`src/rtl/uart_pkg.sv`:
```
// uart_pkg: constants shared by the baud-programmable UART transmitter and
// the matching receiver. Holds the parity-mode encodings, FSM state
// encodings, the baud-word width and a parity helper.
package uart_pkg;

   localparam int BAUD_W = 16;

   typedef enum logic [1:0] {
      PAR_NONE = 2'd0,
      PAR_ODD  = 2'd1,
      PAR_EVEN = 2'd2
   } parity_e;

   typedef enum logic [2:0] {
      ST_IDLE,
      ST_START,
      ST_DATA,
      ST_PARITY,
      ST_STOP
   } tx_state_e;

   // Parity over the low nbits of data only; odd mode inverts the XOR so the
   // total count of ones (data + parity) is odd.
   function automatic logic calc_parity(input logic [7:0] data, input int nbits,
                                        input int mode);
      logic x;
      x = 1'b0;
      for (int i = 0; i < 8; i++)
         if (i < nbits) x = x ^ data[i];
      return (mode == int'(PAR_ODD)) ? ~x : x;
   endfunction

endpackage

```
`src/rtl/uart_tx_baud_if.sv`:
```
// uart_tx_baud_if: byte stream handshake into the transmitter.
//   tx_data  : byte to send (low DATA_BITS used)
//   tx_valid : source has a byte
//   tx_ready : transmitter accepts a byte this cycle
interface uart_tx_baud_if;
   logic [7:0] tx_data;
   logic       tx_valid;
   logic       tx_ready;

   modport master (output tx_data, output tx_valid, input  tx_ready);
   modport slave  (input  tx_data, input  tx_valid, output tx_ready);
endinterface

```
`src/rtl/uart_baud_tick.sv`:
```
// uart_baud_tick: bit-period down-counter.
//   clk, rst    : clock, async active-low reset
//   divisor_i   : bit period minus one
//   run_i       : count while high
//   restart_i   : reload from divisor_i (start of a frame)
//   bit_end_o   : strobe on the last cycle of each bit period
module uart_baud_tick
   import uart_pkg::*;
(
   input  logic              clk,
   input  logic              rst,
   input  logic [BAUD_W-1:0] divisor_i,
   input  logic              run_i,
   input  logic              restart_i,
   output logic              bit_end_o
);

   logic [BAUD_W-1:0] cnt_q, cnt_d;

   assign bit_end_o = run_i && !restart_i && (cnt_q == '0);

   always_comb begin
      cnt_d = cnt_q;
      if (restart_i)
         cnt_d = divisor_i;
      else if (run_i)
         cnt_d = (cnt_q == '0) ? divisor_i : cnt_q - 1'b1;
   end

   always_ff @(posedge clk or negedge rst) begin
      if (!rst) cnt_q <= '1;
      else      cnt_q <= cnt_d;
   end

endmodule

```
`src/rtl/uart_tx_baud.sv`:
```
// uart_tx_baud: UART transmitter with a run-time programmable bit period.
//   clk, rst   : clock, async active-low reset
//   latch_baud : strobe, capture baud_word (bit period minus one)
//   baud_word  : new divisor
//   baud_set   : a divisor has been applied since reset
//   tx         : byte stream handshake (slave side)
//   txd        : serial line, idles high
//   busy       : frame in progress
module uart_tx_baud
   import uart_pkg::*;
#(
   parameter int DATA_BITS = 8,
   parameter int PARITY    = 0,
   parameter int STOP_BITS = 1
) (
   input  logic              clk,
   input  logic              rst,
   input  logic              latch_baud,
   input  logic [BAUD_W-1:0] baud_word,
   output logic              baud_set,
   uart_tx_baud_if.slave     tx,
   output logic              txd,
   output logic              busy
);

   localparam logic [2:0] LAST_DATA = 3'(DATA_BITS - 1);
   localparam logic [2:0] LAST_STOP = 3'(STOP_BITS - 1);

   tx_state_e         state_q, state_d;
   logic [BAUD_W-1:0] div_q, div_d, pend_val_q, pend_val_d;
   logic              pend_q, pend_d, baud_set_q, baud_set_d;
   logic              ready_q, ready_d, txd_q, txd_d, par_q, par_d;
   logic [7:0]        shift_q, shift_d;
   logic [2:0]        bit_cnt_q, bit_cnt_d;
   logic              accept, bit_end;

   assign accept      = tx.tx_valid && ready_q;
   assign tx.tx_ready = ready_q;
   assign txd         = txd_q;
   assign busy        = (state_q != ST_IDLE);
   assign baud_set    = baud_set_q;

   // div_d feeds the counter so a latch on the accept edge sets the new rate
   // for that very frame; during a frame div_d equals div_q.
   uart_baud_tick u_tick (
      .clk       (clk),
      .rst       (rst),
      .divisor_i (div_d),
      .run_i     (state_q != ST_IDLE),
      .restart_i (accept),
      .bit_end_o (bit_end)
   );

   always_comb begin
      state_d    = state_q;
      div_d      = div_q;
      pend_d     = pend_q;
      pend_val_d = pend_val_q;
      baud_set_d = baud_set_q;
      shift_d    = shift_q;
      par_d      = par_q;
      txd_d      = txd_q;
      bit_cnt_d  = bit_cnt_q;

      // Divisor only changes in IDLE; latches during a frame are parked
      // (last one wins) and applied on the first idle cycle.
      if (state_q == ST_IDLE) begin
         if (latch_baud) begin
            div_d      = baud_word;
            baud_set_d = 1'b1;
            pend_d     = 1'b0;
         end else if (pend_q) begin
            div_d  = pend_val_q;
            pend_d = 1'b0;
         end
      end else if (latch_baud) begin
         pend_val_d = baud_word;
         pend_d     = 1'b1;
      end

      case (state_q)
         ST_IDLE: if (accept) begin
            state_d = ST_START;
            shift_d = tx.tx_data;
            par_d   = calc_parity(tx.tx_data, DATA_BITS, PARITY);
            txd_d   = 1'b0;
         end
         ST_START: if (bit_end) begin
            state_d   = ST_DATA;
            txd_d     = shift_q[0];
            shift_d   = {1'b0, shift_q[7:1]};
            bit_cnt_d = '0;
         end
         ST_DATA: if (bit_end) begin
            if (bit_cnt_q == LAST_DATA) begin
               bit_cnt_d = '0;
               if (PARITY != int'(PAR_NONE)) begin
                  state_d = ST_PARITY;
                  txd_d   = par_q;
               end else begin
                  state_d = ST_STOP;
                  txd_d   = 1'b1;
               end
            end else begin
               txd_d     = shift_q[0];
               shift_d   = {1'b0, shift_q[7:1]};
               bit_cnt_d = bit_cnt_q + 1'b1;
            end
         end
         ST_PARITY: if (bit_end) begin
            state_d = ST_STOP;
            txd_d   = 1'b1;
         end
         ST_STOP: if (bit_end) begin
            if (bit_cnt_q == LAST_STOP) state_d = ST_IDLE;
            else                        bit_cnt_d = bit_cnt_q + 1'b1;
         end
         default: state_d = ST_IDLE;
      endcase

      ready_d = (state_d == ST_IDLE) && baud_set_d && !pend_d;
   end

   always_ff @(posedge clk or negedge rst) begin
      if (!rst) begin
         state_q    <= ST_IDLE;
         div_q      <= '1;
         pend_q     <= 1'b0;
         pend_val_q <= '0;
         baud_set_q <= 1'b0;
         ready_q    <= 1'b0;
         txd_q      <= 1'b1;
         par_q      <= 1'b0;
         shift_q    <= '0;
         bit_cnt_q  <= '0;
      end else begin
         state_q    <= state_d;
         div_q      <= div_d;
         pend_q     <= pend_d;
         pend_val_q <= pend_val_d;
         baud_set_q <= baud_set_d;
         ready_q    <= ready_d;
         txd_q      <= txd_d;
         par_q      <= par_d;
         shift_q    <= shift_d;
         bit_cnt_q  <= bit_cnt_d;
      end
   end

endmodule
```
`src/flat_wrapper.sv`:
```
// flat-port wrapper written by rule: the top's interface ports become plain ports
module uart_tx_baud_flat import uart_pkg::*;
#(
   parameter int DATA_BITS = 8,
   parameter int PARITY    = 0,
   parameter int STOP_BITS = 1
)
  (clk, rst, latch_baud, baud_word, baud_set, txd, busy, tx_tx_data, tx_tx_valid, tx_tx_ready);
  uart_tx_baud_if tx_i ();
  input  logic clk;
  input  logic rst;
  input  logic latch_baud;
  input  logic [BAUD_W-1:0] baud_word;
  output logic baud_set;
  output logic txd;
  output logic busy;
  input wire logic [$bits(tx_i.tx_data)-1:0] tx_tx_data;
  input wire logic [$bits(tx_i.tx_valid)-1:0] tx_tx_valid;
  output wire logic [$bits(tx_i.tx_ready)-1:0] tx_tx_ready;
  assign tx_i.tx_data = tx_tx_data;
  assign tx_i.tx_valid = tx_tx_valid;
  assign tx_tx_ready = tx_i.tx_ready;
  uart_tx_baud #(.DATA_BITS(DATA_BITS), .PARITY(PARITY), .STOP_BITS(STOP_BITS)) u_core (.clk(clk), .rst(rst), .latch_baud(latch_baud), .baud_word(baud_word), .baud_set(baud_set), .tx(tx_i), .txd(txd), .busy(busy));
endmodule
```
`config.mk`:
```
export PLATFORM = sky130hd
export DESIGN_NAME = uart_tx_baud_flat
export DESIGN_NICKNAME = d
export VERILOG_FILES = /design/src/rtl/uart_pkg.sv /design/src/rtl/uart_tx_baud_if.sv /design/src/rtl/uart_baud_tick.sv /design/src/rtl/uart_tx_baud.sv /design/src/flat_wrapper.sv
export SDC_FILE = /design/constraint.sdc
export NUM_CORES = 1
export LEC_CHECK = 0
export BUFFER_PORTS_ARGS = -buffer_cell sky130_fd_sc_hd__buf_2
export CORE_MARGIN = 2
export CORE_UTILIZATION = 55
export DETAILED_ROUTE_END_ITERATION = 6
export PLACE_DENSITY = 0.73
export SYNTH_ARGS = -nofsm -noshare
export SYNTH_HDL_FRONTEND = slang
export SYNTH_SLANG_ARGS = --single-unit
```
`constraint.sdc`:
```
create_clock -name clk -period 3.7 [get_ports clk]
set_input_delay 0.185 -clock clk [delete_from_list [all_inputs] [get_ports clk]]
set_output_delay 0.185 -clock clk [all_outputs]
set_load 0.01 [all_outputs]
```
==> reports/metrics.yaml, run 1 <==
status:
  status: "finished clean"
sta:
  hold_viol: 0
  drv_slew: 0
  fin_crit_ns: 2.75
  skew_ns: 0.00916
  min_period_over_period_pct: 74.3
  fmax_mhz: 364
  tightest_slew_ns: 0.869
  setup-tns-final_ns: 0
  final-setup-viol-count: 0
  rsz0062_at_grt: "false"
  slew_headroom_pct: 41.8
logic_synthesis:
  synth_top_area_share_pct: 24.0
  yosysUniqueCellTypes: 63
  async_flop_share_pct: 100
  yosysSeqAreaShare_pct: 46.8
  synth_edf_count: 0
  synth.net_count: 390
  netlist_area_mm2: 0.00362
  yosysWarnings: 0
  synthCells: 357
  ys_ff_latch: 66
  synth_area_leader_cell: "dfstp_2"
  synthFlopType: "dfstp_2"
  syn_area_per_cell_um2: 10.1
  synthTopCellsByArea: "dfstp_2 24%, dfrtp_1 23%, mux2_2 5.0%, a21oi_1 3.6%, mux2i_1 3.6%"
route:
  dr.pass1.iters: 5
  num_vias: 2941
  drc: 0
  wl_per_cell_um: 18.1
  totalWireLength_um: 8360
  via_per_inst: 6.37
  ant_nets: 0
  drt_iter0_drc: 195
setup_path:
  crit_path_max_fanout: 27
  cp-end-kind: "flip-flop"
  cp-start-kind: "flip-flop"
  slowest_stage: "nor2_1"
  critPathArrivalTime_ns: 3.00
  timing.rr.end: "u_core.tx.tx_ready$_DFF_PN0_"
  critPathMaxStageDelay_ns: 0.72
  cp-endpoint: "u_core.tx.tx_ready$_DFF_PN0_"
  crit_start: "u_core.state_q[2]$_DFF_PN0_"
  rr_worst_depth: 7
  rr_startpoint: "u_core.state_q[2]$_DFF_PN0_"
  required_ns: 3.95
  crit_chain: "nor3_4 > buf_4 > inv_2 > nor2_1 > o21ai_0 > a32o_1 > nor3_1"
  r2r_slack_ns: 0.95
  critPathKind: "flip-flop to flip-flop"
floorplanning:
  dieArea_mm2: 0.00724
  die_w_um: 85.1
  placeableCoreArea_mm2: 0.00635
  row_count: 29
  ioPinCount: 32
  dieHeight_um: 85.1
  start_util_pct: 56.9
global_routing:
  grt.total_usage_pct: 24.4
  grt_antenna_before_repair: 0
  grt_max_degree: 38
  grt_pass1_wl_um: 13900
  grt_pass1_vias: 2756
  overflow: 0
power_and_ir_drop:
  ir_drop_mv: 0.365
  total_power_mw: 3.06
  leakagePower_nw: 1.67
  powerDensity_mw_per_mm2: 766
finish:
  n_antenna_cell: 0
  nets: 413
  mostFrequentLayoutCells: "33 x dfrtp_1, 33 x dfstp_2, 31 x buf_2"
  drive_above_1_share_pct: 29.1
  fillers: 515
  syn2layout_area_growth_pct: 10.4
clock_network:
  clock_latency_ns: 0.34
  clock_tree.root_cell: "clkbuf_8"
  cts_tree: "yes"
  hold_buffers: 1
  cts_num_sinks: 66
  cts_max_level: 3
  cts-resized-gates: 0
  postCtsSetupBuffers: 0
  numCtsBuffers: 9
  clkTransAtPathRegs_ns: 0.07
  cts_buffer_depth: 2
placed_design:
  port_buffers: 31
  gp_congestion: 0.852
  dpl.hpwl_um: 5820
worst_hold_path:
  hold_class: "input port to flip-flop"
  hold_start: "baud_word[3]"
flow_run:
  maxCapViolCount: 0
==> worst max-delay path: cells and delay by family, from the launching register on <==
family,cells,cell delay (ns)
AO/OA/AOI/OAI,2,0.47
buffers and inverters,2,0.52
flip-flops,1,0.58
AND/OR/NAND/NOR,3,1.08
==> report_power, final <==
part           switching, mW  total, mW  internal [mW]
combinational          0.573      0.969          0.396
sequential             0.272       1.42           1.15
clock                  0.271      0.669          0.398
==> through the flow <==
stage | setup WS [ns] | instances | util (%) | hold WS (ns) | cell area [µm²]
CTS | 0.999 | 462 | 62.9 | 0.0816 | 3990
global route | 0.723 | 462 | 62.9 | 0.0883 | 3990
detailed placement | 1.04 | 445 | 59.3 | 0.262 | 3770
floorplan | 1.58 | 357 | - | -0.111 | 3620
finish | 0.950 | 462 | 62.9 | 0.0851 | 3990
global placement | 1.10 | 445 | 59.3 | 0.269 | 3770
==> how the worst min path moves through the flow <==
stage,endpoint,slack (ns),cells after the start
after floorplan,u_core.baud_set$_DFF_PN0_,-0.11,0
after global placement,u_core.bit_cnt_q[2]$_DFFE_PN0P_,0.27,1
after detailed placement,u_core.bit_cnt_q[2]$_DFFE_PN0P_,0.26,1
after CTS,u_core.pend_val_q[3]$_DFFE_PN0P_,0.08,2
after global routing,u_core.pend_val_q[6]$_DFFE_PN0P_,0.09,2
final,u_core.pend_val_q[3]$_DFFE_PN0P_,0.09,2
==> cell families after synthesis <==
family,synth area share [%]
buffers and inverters,4.43
DFF,46.8
and+or+nand+nor,19.4
xor gates and xnor gates,0.242
AOI/OAI and AO/OA,18.2
adders and majority gates,1.73
muxes,9.20
==> cells in the mapped netlist (2+ instances only) <==
master / count
o221a_1: 3
o32ai_1: 7
buf_2: 5
nand2_1: 24
a32oi_1: 7
clkbuf_1: 12
o211ai_1: 2
inv_1: 11
dfrtp_1: 33
nand2b_1: 5
and2_1: 3
o21ai_0: 13
o311ai_0: 2
or3b_2: 2
mux2i_1: 13
nand3_1: 23
nor3b_1: 3
o31ai_1: 2
nand4_1: 11
dfstp_2: 33
a221o_1: 2
ha_1: 5
buf_6: 3
nor4_2: 2
or3_1: 2
nor4_1: 2
o21ai_2: 2
o21ai_1: 11
o22ai_1: 11
a21oi_1: 26
mux2_2: 16
nor2_1: 19
nor3_1: 11
mux2_1: 2
==> flip-flops by register name, indices dropped and copies added, names as in the netlist <==
register             flops
u_core.div_q            16
u_core.pend_val_q       16
u_core.u_tick.cnt_q     16
u_core.shift_q           8
u_core.bit_cnt_q         3
u_core.state_q           3
u_core.baud_set          1
u_core.pend_q            1
u_core.tx.tx_ready       1
u_core.txd               1
==> layer usage <==
metal,vias up,routed length [µm],GRT usage (%),part of all wire (%)
met2,113,3670,33.9,44
li1,1393,-,-,-
met1,1426,3920,36.6,47
met3,9,682,7.10,8.2
met4,0,83,8.51,0.99
met5,-,0,0,0
==> final cells by class <==
| type | instances | area [µm²] | area share, % |
|---|---|---|---|
| clock buffers | 13 | 149 | 3.73 |
| clock inverters | 3 | 65.1 | 1.63 |
| inverters | 12 | 45.0 | 1.13 |
| multi-input cells | 257 | 1760 | 44.2 |
| flip-flops and latches | 66 | 1690 | 42.4 |
| well taps | 77 | 96.3 | 2.41 |
| repair buffers | 34 | 180 | 4.51 |
(Power assumes the default switching activity.)
==> inputs of run 2 (changes only) <==
==> constraint.sdc (replaced) <==
create_clock -name clk -period 2.85 [get_ports clk]
set_input_delay 0.1425 -clock clk [delete_from_list [all_inputs] [get_ports clk]]
set_output_delay 0.1425 -clock clk [all_outputs]
set_load 0.01 [all_outputs]
==> run 2 against run 1 <==
  * Global-route usage shrank 1.8 points
  * Hold slack lost 0.026 ns
  * Final cell count grew 1.5%
  * Combinational power grew 31%
  * Total power grew 24%
  * Critical path depth is the same
  * Non-clock buffer count grew 7
  * Flip-flop and latch count is the same
  * Clock-buffer cell count is the same
  * Final area grew 0.44%
  * Wire length shrank 6.7%
==> reports/metrics.yaml, run 2 (synthesized netlist as in run 1, its figures left out) <==
worst_hold_path:
  min_to: "u_core.pend_val_q[8]$_DFFE_PN0P_"
  hold_start: "baud_word[8]"
  holdPathStages: 2
  hold_class: "input port to flip-flop"
global_routing:
  grt.total_usage_pct: 22.6
  grt_pass1_vias: 2814
  grt_max_degree: 35
  overflow: 0
  grt_pass1_wl_um: 13200
  grt_antenna_before_repair: 0
floorplanning:
  start_util_pct: 56.9
  dieArea_mm2: 0.00724
  ioPinCount: 32
  dieHeight_um: 85.1
  die_w_um: 85.1
  row_count: 29
  placeableCoreArea_mm2: 0.00635
placed_design:
  pre_cts_ws_ns: 0.442
  port_buffers: 31
  gp_congestion: 0.869
  dpl.hpwl_um: 5470
status:
  status: "finished clean"
finish:
  register_area_mm2: 0.00169
  nets: 420
  drive_above_1_share_pct: 30.4
  fillers: 502
  multi_input_area_mm2: 0.00176
  syn2layout_area_growth_pct: 10.9
  mostFrequentLayoutCells: "33 x dfrtp_1, 33 x dfstp_2, 31 x buf_2"
  reg_top3: "u_core.div_q x16, u_core.pend_val_q x16, u_core.u_tick.cnt_q x16"
  n_antenna_cell: 0
power_and_ir_drop:
  sequentialPowerShare_pct: 48.6
  ir_drop_mv: 0.585
  clkPwrFrac_pct: 17.9
  total_power_mw: 3.79
  powerDensity_mw_per_mm2: 945
  leakagePower_nw: 1.68
  switchingPower_mw: 1.41
  switching_share_pct: 37.3
  combinationalPowerShare_pct: 33.6
  internal-power_mw: 2.38
clock_network:
  cts_tree: "yes"
  clock_tree.root_cell: "clkbuf_8"
  clock_latency_ns: 0.33
  cts_max_level: 3
  cts-resized-gates: 0
  numCtsBuffers: 9
  cts_buffer_depth: 2
  postCtsSetupBuffers: 0
  cts_num_sinks: 66
  clkTransAtPathRegs_ns: 0.08
setup_path:
  cp-end-kind: "flip-flop"
  rr_startpoint: "u_core.u_tick.cnt_q[0]$_DFFE_PN1N_"
  required_ns: 3.10
  cp-start-kind: "flip-flop"
  r2r_slack_ns: 0.43
  crit_path_max_fanout: 18
  critPathArrivalTime_ns: 2.67
  critPathKind: "flip-flop to flip-flop"
  timing.rr.end: "u_core.u_tick.cnt_q[3]$_DFFE_PN1N_"
  rr_worst_depth: 7
sta:
  setup-tns-final_ns: 0
  slew_headroom_pct: 50.9
  skew_ns: 0.0110
  rsz0062_at_grt: "false"
  final-setup-viol-count: 0
  hold_viol: 0
  fin_worst_hold_slack_ns: 0.0591
  tightest_slew_ns: 0.737
  fin_crit_ns: 2.42
  drv_slew: 0
  fmax_mhz: 413
  min_period_over_period_pct: 84.9
  fin_ws_ns: 0.430
route:
  ant_nets: 0
  dr.pass1.iters: 4
  num_vias: 2901
  wl_per_cell_um: 16.6
  totalWireLength_um: 7800
  drc: 0
  drt_iter0_drc: 179
  via_per_inst: 6.19
flow_run:
  maxCapViolCount: 0
[run 2: changes by cell type in the layout (fill, tap and decap cells not counted)]
| cell | previous run | this run |
|---|---|---|
| bufinv_16 | 2 | 0 |
| buf_4 | 2 | 8 |
| buf_12 | 0 | 1 |
| clkinv_2 | 1 | 2 |
| clkinvlp_4 | 0 | 1 |
[run 2: critical path, cell delays in order, from the launching register on]
cell     delay (ns)
dfstp_2        0.58
inv_1          0.07
ha_1           0.19
nor4b_2        0.17
nand4_4        0.20
and2_1         0.62
nor2_1         0.13
a221o_1        0.37
[run 2: power groups by stage]
| stage | Clock, mW | Combinational (mW) | Sequential [mW] |
|---|---|---|---|
| 2_1_floorplan | 0 | 1.01 | 1.73 |
| 3_3_place_gp | 0 | 1.23 | 1.82 |
| 3_5_place_dp | 0 | 1.27 | 1.84 |
| 4_1_cts | 0.701 | 1.27 | 1.83 |
| 5_1_grt | 0.740 | 1.42 | 1.89 |
| 6_report | 0.678 | 1.27 | 1.84 |
[run 2: how the worst max path moves through the flow]
stage	slack [ns]	startpoint	end
after floorplan	0.73	u_core.bit_cnt_q[0]$_DFFE_PN0P_	u_core.shift_q[5]$_DFFE_PN0P_
after global placement	0.51	u_core.u_tick.cnt_q[0]$_DFFE_PN1N_	u_core.u_tick.cnt_q[3]$_DFFE_PN1N_
after detailed placement	0.44	u_core.u_tick.cnt_q[0]$_DFFE_PN1N_	u_core.u_tick.cnt_q[3]$_DFFE_PN1N_
after CTS	0.43	u_core.u_tick.cnt_q[0]$_DFFE_PN1N_	u_core.u_tick.cnt_q[3]$_DFFE_PN1N_
after global routing	0.32	u_core.u_tick.cnt_q[0]$_DFFE_PN1N_	u_core.u_tick.cnt_q[3]$_DFFE_PN1N_
final	0.43	u_core.u_tick.cnt_q[0]$_DFFE_PN1N_	u_core.u_tick.cnt_q[3]$_DFFE_PN1N_
[run 2: per-stage QoR]
stage | instance area, µm² | util (%) | cells
after floorplan | 3620 | - | 357
after global placement | 3830 | 60.4 | 452
after detailed placement | 3830 | 60.4 | 452
after CTS | 4010 | 63.1 | 469
after global routing | 4010 | 63.1 | 469
final | 4010 | 63.1 | 469
[run 2: routing by layer]
layer / up-vias / share of wire, % / global-route usage (%)
met5: - / 0 / 0
met4: 0 / 0.62 / 6.49
met3: 4 / 4.3 / 5.25
met2: 76 / 46 / 35.7
met1: 1412 / 49 / 31.5
li1: 1409 / - / -
[run 2: layout make-up]
class                      count  share of cell area, %
clock inverter                 3                  0.437
tap                           77                   2.40
clock buffer                  13                   3.71
timing repair buffer          41                   6.12
inverter                      12                   1.12
multi-input combinational    257                   44.0
sequential                    66                   42.2
[run 2: timing repair]
| item | CTS | global route |
|---|---|---|
| hold buffers | 1 | 0 |
| endpoints found under the setup margin | 0 | 0 |
| hold endpoints to repair | 15 | 0 |
